===== config.mk =====
export PLATFORM = sky130hd
export DESIGN_NAME = axi4_lite_master
export DESIGN_NICKNAME = d
export VERILOG_FILES = /design/src/rtl/axi4_lite_pkg.sv /design/src/rtl/axi4_lite_master.sv
export SDC_FILE = /design/constraint.sdc
export NUM_CORES = 1
export LEC_CHECK = 0
export ABC_AREA = 1
export BUFFER_PORTS_ARGS = -buffer_cell sky130_fd_sc_hd__buf_2
export CAP_MARGIN = 20
export CORE_MARGIN = 5
export CORE_UTILIZATION = 42
export DETAILED_ROUTE_END_ITERATION = 10
export GPL_ROUTABILITY_DRIVEN = 0
export HOLD_SLACK_MARGIN = 0.08
export PLACE_DENSITY = 0.85
export SYNTH_ARGS = -nofsm -noshare
export SYNTH_HDL_FRONTEND = slang
export SYNTH_SLANG_ARGS = --single-unit

===== constraint.sdc =====
create_clock -name ACLK -period 1.2 [get_ports ACLK]
set_input_delay 0.18 -clock ACLK [delete_from_list [all_inputs] [get_ports ACLK]]
set_output_delay 0.18 -clock ACLK [all_outputs]
set_load 0.01 [all_outputs]

===== src/rtl/axi4_lite_pkg.sv =====
// Shared AXI4-Lite types and default widths for the initiator and the 4-register slave.
package axi4_lite_pkg;

  localparam int AXI_ADDR_WIDTH = 4;
  localparam int AXI_DATA_WIDTH = 32;

  typedef enum logic [1:0] {
    OKAY   = 2'b00,
    EXOKAY = 2'b01,
    SLVERR = 2'b10,
    DECERR = 2'b11
  } resp_e;

  typedef enum logic [2:0] {
    ST_IDLE    = 3'd0,
    ST_WR_REQ  = 3'd1,
    ST_WR_RESP = 3'd2,
    ST_RD_REQ  = 3'd3,
    ST_RD_RESP = 3'd4
  } mst_state_e;

endpackage


===== src/rtl/axi4_lite_master.sv =====
// Single-outstanding AXI4-Lite initiator: turns a start/write/addr/data command into
// AW/W/B or AR/R handshakes, with an optional watchdog that aborts a stuck transfer.
module axi4_lite_master
  import axi4_lite_pkg::*;
#(
  parameter int ADDR_WIDTH = AXI_ADDR_WIDTH,
  parameter int DATA_WIDTH = AXI_DATA_WIDTH,
  parameter int TIMEOUT    = 256
) (
  input  logic                  ACLK,
  input  logic                  ARESET,
  input  logic                  cmd_start,
  input  logic                  cmd_write,
  input  logic [ADDR_WIDTH-1:0] cmd_addr,
  input  logic [DATA_WIDTH-1:0] cmd_wdata,
  output logic                  cmd_ready,
  output logic                  cmd_done,
  output logic [DATA_WIDTH-1:0] cmd_rdata,
  output logic [1:0]            cmd_resp,
  output logic                  cmd_timeout,
  output logic [ADDR_WIDTH-1:0] AWADDR,
  output logic                  AWVALID,
  input  logic                  AWREADY,
  output logic [DATA_WIDTH-1:0] WDATA,
  output logic                  WVALID,
  input  logic                  WREADY,
  input  logic [1:0]            BRESP,
  input  logic                  BVALID,
  output logic                  BREADY,
  output logic [ADDR_WIDTH-1:0] ARADDR,
  output logic                  ARVALID,
  input  logic                  ARREADY,
  input  logic [DATA_WIDTH-1:0] RDATA,
  input  logic                  RVALID,
  output logic                  RREADY,
  input  logic [1:0]            RRESP
);

  localparam int CNT_W = (TIMEOUT > 1) ? $clog2(TIMEOUT) : 1;
  localparam logic [CNT_W-1:0] CNT_LAST = CNT_W'((TIMEOUT > 0) ? (TIMEOUT - 1) : 0);

  mst_state_e            r_state,   w_state_nxt;
  logic [ADDR_WIDTH-1:0] r_addr,    w_addr_nxt;
  logic [DATA_WIDTH-1:0] r_wdata,   w_wdata_nxt;
  logic [DATA_WIDTH-1:0] r_rdata,   w_rdata_nxt;
  logic [1:0]            r_resp,    w_resp_nxt;
  logic [CNT_W-1:0]      r_cnt,     w_cnt_nxt;
  logic                  r_awvalid, w_awvalid_nxt;
  logic                  r_wvalid,  w_wvalid_nxt;
  logic                  r_bready,  w_bready_nxt;
  logic                  r_arvalid, w_arvalid_nxt;
  logic                  r_rready,  w_rready_nxt;
  logic                  r_aw_done, w_aw_done_nxt;
  logic                  r_w_done,  w_w_done_nxt;
  logic                  r_done,    w_done_nxt;
  logic                  r_timeout, w_timeout_nxt;

  logic w_aw_hs;
  logic w_w_hs;
  logic w_expired;

  assign w_aw_hs   = r_awvalid & AWREADY;
  assign w_w_hs    = r_wvalid & WREADY;
  assign w_expired = (TIMEOUT != 0) && (r_state != ST_IDLE) && (r_cnt == CNT_LAST);

  // Next-state and next-output logic; every output is taken from a register below.
  always_comb begin
    w_state_nxt   = r_state;
    w_addr_nxt    = r_addr;
    w_wdata_nxt   = r_wdata;
    w_rdata_nxt   = r_rdata;
    w_resp_nxt    = r_resp;
    w_cnt_nxt     = r_cnt;
    w_awvalid_nxt = r_awvalid;
    w_wvalid_nxt  = r_wvalid;
    w_bready_nxt  = r_bready;
    w_arvalid_nxt = r_arvalid;
    w_rready_nxt  = r_rready;
    w_aw_done_nxt = r_aw_done;
    w_w_done_nxt  = r_w_done;
    w_done_nxt    = 1'b0;
    w_timeout_nxt = 1'b0;

    case (r_state)
      ST_IDLE: begin
        w_cnt_nxt = '0;
        if (cmd_start) begin
          w_addr_nxt = cmd_addr;
          if (cmd_write) begin
            w_wdata_nxt   = cmd_wdata;
            w_awvalid_nxt = 1'b1;
            w_wvalid_nxt  = 1'b1;
            w_aw_done_nxt = 1'b0;
            w_w_done_nxt  = 1'b0;
            w_state_nxt   = ST_WR_REQ;
          end else begin
            w_arvalid_nxt = 1'b1;
            w_state_nxt   = ST_RD_REQ;
          end
        end else begin
          w_state_nxt = ST_IDLE;
        end
      end
      ST_WR_REQ: begin
        w_cnt_nxt = r_cnt + CNT_W'(1);
        // AW and W complete independently; BREADY waits for whichever finishes last.
        if (w_aw_hs) begin
          w_awvalid_nxt = 1'b0;
          w_aw_done_nxt = 1'b1;
        end else begin
          w_aw_done_nxt = r_aw_done;
        end
        if (w_w_hs) begin
          w_wvalid_nxt = 1'b0;
          w_w_done_nxt = 1'b1;
        end else begin
          w_w_done_nxt = r_w_done;
        end
        if ((r_aw_done | w_aw_hs) & (r_w_done | w_w_hs)) begin
          w_bready_nxt = 1'b1;
          w_state_nxt  = ST_WR_RESP;
        end else begin
          w_state_nxt = ST_WR_REQ;
        end
      end
      ST_WR_RESP: begin
        w_cnt_nxt = r_cnt + CNT_W'(1);
        if (BVALID & r_bready) begin
          w_bready_nxt = 1'b0;
          w_resp_nxt   = BRESP;
          w_done_nxt   = 1'b1;
          w_state_nxt  = ST_IDLE;
        end else begin
          w_state_nxt = ST_WR_RESP;
        end
      end
      ST_RD_REQ: begin
        w_cnt_nxt = r_cnt + CNT_W'(1);
        if (r_arvalid & ARREADY) begin
          w_arvalid_nxt = 1'b0;
          w_rready_nxt  = 1'b1;
          w_state_nxt   = ST_RD_RESP;
        end else begin
          w_state_nxt = ST_RD_REQ;
        end
      end
      ST_RD_RESP: begin
        w_cnt_nxt = r_cnt + CNT_W'(1);
        if (RVALID & r_rready) begin
          w_rready_nxt = 1'b0;
          w_rdata_nxt  = RDATA;
          w_resp_nxt   = RRESP;
          w_done_nxt   = 1'b1;
          w_state_nxt  = ST_IDLE;
        end else begin
          w_state_nxt = ST_RD_RESP;
        end
      end
      default: begin
        w_state_nxt = ST_IDLE;
      end
    endcase

    // The watchdog outranks any handshake landing on the same edge.
    if (w_expired) begin
      w_awvalid_nxt = 1'b0;
      w_wvalid_nxt  = 1'b0;
      w_bready_nxt  = 1'b0;
      w_arvalid_nxt = 1'b0;
      w_rready_nxt  = 1'b0;
      w_resp_nxt    = SLVERR;
      w_timeout_nxt = 1'b1;
      w_done_nxt    = 1'b1;
      w_cnt_nxt     = '0;
      w_state_nxt   = ST_IDLE;
    end else begin
      w_timeout_nxt = 1'b0;
    end
  end

  // State and output registers with synchronous reset.
  always_ff @(posedge ACLK) begin
    if (ARESET) begin
      r_state   <= ST_IDLE;
      r_addr    <= '0;
      r_wdata   <= '0;
      r_rdata   <= '0;
      r_resp    <= 2'b00;
      r_cnt     <= '0;
      r_awvalid <= 1'b0;
      r_wvalid  <= 1'b0;
      r_bready  <= 1'b0;
      r_arvalid <= 1'b0;
      r_rready  <= 1'b0;
      r_aw_done <= 1'b0;
      r_w_done  <= 1'b0;
      r_done    <= 1'b0;
      r_timeout <= 1'b0;
    end else begin
      r_state   <= w_state_nxt;
      r_addr    <= w_addr_nxt;
      r_wdata   <= w_wdata_nxt;
      r_rdata   <= w_rdata_nxt;
      r_resp    <= w_resp_nxt;
      r_cnt     <= w_cnt_nxt;
      r_awvalid <= w_awvalid_nxt;
      r_wvalid  <= w_wvalid_nxt;
      r_bready  <= w_bready_nxt;
      r_arvalid <= w_arvalid_nxt;
      r_rready  <= w_rready_nxt;
      r_aw_done <= w_aw_done_nxt;
      r_w_done  <= w_w_done_nxt;
      r_done    <= w_done_nxt;
      r_timeout <= w_timeout_nxt;
    end
  end

  assign cmd_ready   = (r_state == ST_IDLE);
  assign cmd_done    = r_done;
  assign cmd_rdata   = r_rdata;
  assign cmd_resp    = r_resp;
  assign cmd_timeout = r_timeout;
  assign AWADDR      = r_addr;
  assign ARADDR      = r_addr;
  assign AWVALID     = r_awvalid;
  assign WDATA       = r_wdata;
  assign WVALID      = r_wvalid;
  assign BREADY      = r_bready;
  assign ARVALID     = r_arvalid;
  assign RREADY      = r_rready;

endmodule


==> results.sh <==
export IMPL_synth_top_family_by_area="simple AND/OR/NAND/NOR gates"
export IMPL_start_kind="register"
export IMPL_crit_required_ns=1.46
export IMPL_yosys_register_bits=90
export IMPL_postSynthCellCount=464
export IMPL_wl_per_cell_um=17.2
export IMPL_synth_compound_area_share_pct=12.6
export IMPL_fmax_mhz=735
export IMPL_setup_viol=88
export IMPL_yosys_area_top_type_share_pct=51.4
export IMPL_hp_class="input pin to register"
export IMPL_crit_type="register to register"
export IMPL_synth_most_common_cell="nand2_1"
export IMPL_skew_ns=0.00700
export IMPL_cp_end_kind="register"
export IMPL_async_flop_share_pct=0
export IMPL_initial_utilization_pct=42.9
export IMPL_synth_top_area_cell="dfxtp_1"
export IMPL_track_usage_pct=26.0
export IMPL_instances_no_fill=835
export IMPL_finalHoldWorstSlack_ns=0.0935
export IMPL_grt_pass1_vias=4462
export IMPL_rr_endpoint="WDATA[1]$_SDFFE_PP0P_"
export IMPL_min_path_cells=3
export IMPL_worst_ep_arrival_time_ns=1.62
export IMPL_grt_pass1_wl_um=21100
export IMPL_worst_pin_slew_ns=0.396
export IMPL_netlist_area_sq_um=3500
export IMPL_drt_total_wl_um=14300
export IMPL_hold_path_end="cmd_rdata[0]$_SDFFE_PP0N_"
export IMPL_netlist_top_cells_count="nand2_1, dfxtp_1, a21oi_1, nand3_1"
export IMPL_setup_ws_ns=-0.160
export IMPL_dpl_cell_count=735
export IMPL_seq_area_frac_synth_pct=51.4
export IMPL_insertion_delay_ns=0.35
export IMPL_vdd_ir_drop_max_v=0.000739
export IMPL_synth_warnings=0
export IMPL_detail_route_antenna_nets=0
export IMPL_cp_cell_sequence="buf_6 -> nor2_8 -> nand3_4 -> buf_12 -> clkinv_8 -> nand2_2 -> a21oi_1"
export IMPL_gr_total_overflow=0
export IMPL_synth_xor_area_share_pct=0
export IMPL_io_pins=163
export IMPL_muxShareOfSynthArea_pct=0
export IMPL_vias_per_cell=5.13
export IMPL_finalCritPeriodShare_pct=113
export IMPL_clock_sinks=90
export IMPL_die_area_sq_um=10300
export IMPL_critPathBufInv=3
export IMPL_p_per_area_nw_per_um2=1090
export IMPL_cp_top_family="buffers and inverters"
export IMPL_synthesis_nets=546
export IMPL_hold_start="RDATA[0]"
export IMPL_cts_buffers=9
export IMPL_grt_max_degree=70
export IMPL_max_stage_delay_ns=0.37
export IMPL_dr_pass1_iters=4
export IMPL_drc=0
export IMPL_num_rows=33
export IMPL_max_cap_viol_count=0
export IMPL_p_leak_nw=2.87
export IMPL_totalPowerFinal_mw=6.88
export IMPL_rr_worst_depth=7
export IMPL_cts_root_buf="clkbuf_8"
export IMPL_startpoint="r_state[2]$_SDFF_PP0_"
export IMPL_rsz0062_at_grt="yes"
export IMPL_fin_tns_setup_ns=-6.81
export IMPL_drive_gt1_share_pct=48.8
export IMPL_yosys_top_cells_area="dfxtp_1, nand2_1, a21oi_1"
export IMPL_crit_fanout=4
export IMPL_die_height_um=101
export IMPL_utilization_pct=76.9
export IMPL_synth_ff_type="dfxtp_1"
export IMPL_antenna_found_initial=0
export IMPL_slew_violations=0
export IMPL_clk_pin_slew_ns=0.09
export IMPL_hpwl_um=7130
export IMPL_slew_headroom_pct=73.6
export IMPL_synth_edf_count=0
export IMPL_violations="negative setup slack"
export IMPL_nNetsFinal=806
export IMPL_finalCriticalPeriod_ns=1.36
export IMPL_finalHoldViolCount=0
export IMPL_core_sq_um=8180
export IMPL_r2r_slack_ns=-0.16
export IMPL_die_w_um=101
export IMPL_drt_iter0_drc=184
export IMPL_htree_levels=3
export IMPL_cts_tree="built"
export IMPL_yosys_area_share_simple_pct=28.2
export IMPL_synth_adder_area_share_pct=0.357
export IMPL_cts_buffer_depth=2
export IMPL_status="finished with violations"
export IMPL_synth_area_per_cell_sq_um=7.55
export IMPL_rr_startpoint="r_state[2]$_SDFF_PP0_"
export IMPL_ys_types=26
export IMPL_critPathSlowestCell="dfxtp_4"
export IMPL_numPortBuffers=162
export IMPL_vias=4286
export IMPL_area_delta_synth_final_pct=79.4
## cell families after synthesis
| group | after synthesis |
|---|---|
| simple gates | 238 |
| flops | 90 |
| compound gates | 86 |
| buf+inv | 49 |
| fa+ha+maj | 1 |
## state kept, by name (all words and copies together), names as in the netlist
register	cells
r_cnt	8
ARVALID	1
RREADY	1
cmd_timeout	1
ARADDR	4
cmd_resp	2
cmd_rdata	32
cmd_done	1
AWVALID	1
WVALID	1
r_w_done	1
BREADY	1
r_state	3
r_aw_done	1
WDATA	32
## metrics by stage
stage                     setup slack (ns)  area, sq um
after global placement              -0.105         4570
after global routing                -0.225         6280
after CTS                           -0.147         5980
after floorplan                    -0.0246         3550
after detailed placement            -0.181         4570
final                               -0.160         6290
## how the worst max path moves through the flow
stage	depth (start not counted)	slack [ns]	to
floorplan	7	-0.02	r_cnt[1]$_SDFFE_PP0P_
global placement	6	-0.10	WDATA[27]$_SDFFE_PP0P_
detailed placement	6	-0.18	WVALID$_SDFFE_PP0P_
CTS	4	-0.15	cmd_ready
global route	8	-0.22	WDATA[1]$_SDFFE_PP0P_
finish	7	-0.16	WDATA[1]$_SDFFE_PP0P_
## cells in the final DEF, fill, tap and decap left out, drive strengths merged, types with 2 or more instances in the layout
cell	Yosys	layout
clkbuf	8	12
nor2	20	20
inv	20	22
buf	20	210
nand4	2	2
o21bai	2	2
nand2	183	185
a21oi	81	81
dfxtp	90	90
a31oi	2	2
dlygate4sd3	0	59
nand3b	2	2
bufinv	0	2
nand3	29	29
clkinv	1	7
## worst register-to-register path, cell delays in order, from the launching register on
cell      delay (ns)
dfxtp_4         0.37
buf_6           0.12
nor2_8          0.12
nand3_4         0.17
buf_12          0.21
clkinv_8        0.07
nand2_2         0.04
a21oi_1         0.18
## power by group
group / leakage (nW) / total [mW] / internal, mW / switching [mW]
combinational: 2.02 / 1.36 / 0.638 / 0.717
clock: 0.115 / 2.35 / 1.25 / 1.10
sequential: 0.732 / 3.17 / 3.09 / 0.0817
total: 2.87 / 6.88 / 4.98 / 1.90
## area by class of cell
cell class | instances | area, sq um
clock buffer | 11 | 141
timing repair buffer | 270 | 1990
timing repair inverter | 5 | 81.3
multi-input combinational | 327 | 1930
tap | 105 | 131
sequential | 90 | 1810
clock inverter | 5 | 83.8
fill | 507 | 1890
inverter | 21 | 109
antenna | 1 | 2.50
## per-layer routing
metal	vias to the layer above	share of wire [%]	global-route usage (%)
met4	0	3.1	12.1
met5	-	0	0
li1	2015	-	-
met3	44	8.1	7.58
met2	229	53	47.2
met1	1998	35	27.4
## timing repair
item                                   in CTS  in global routing
setup endpoints to repair                  89                 90
endpoints found under the hold margin      54                  5
gates cloned                               11                  1
hold buffers                               54                  5
resized for setup                          99                 72
setup buffers                              13                  0
pin swaps                                  23                 16
No activity file was read; power rests on OpenSTA's default activity.
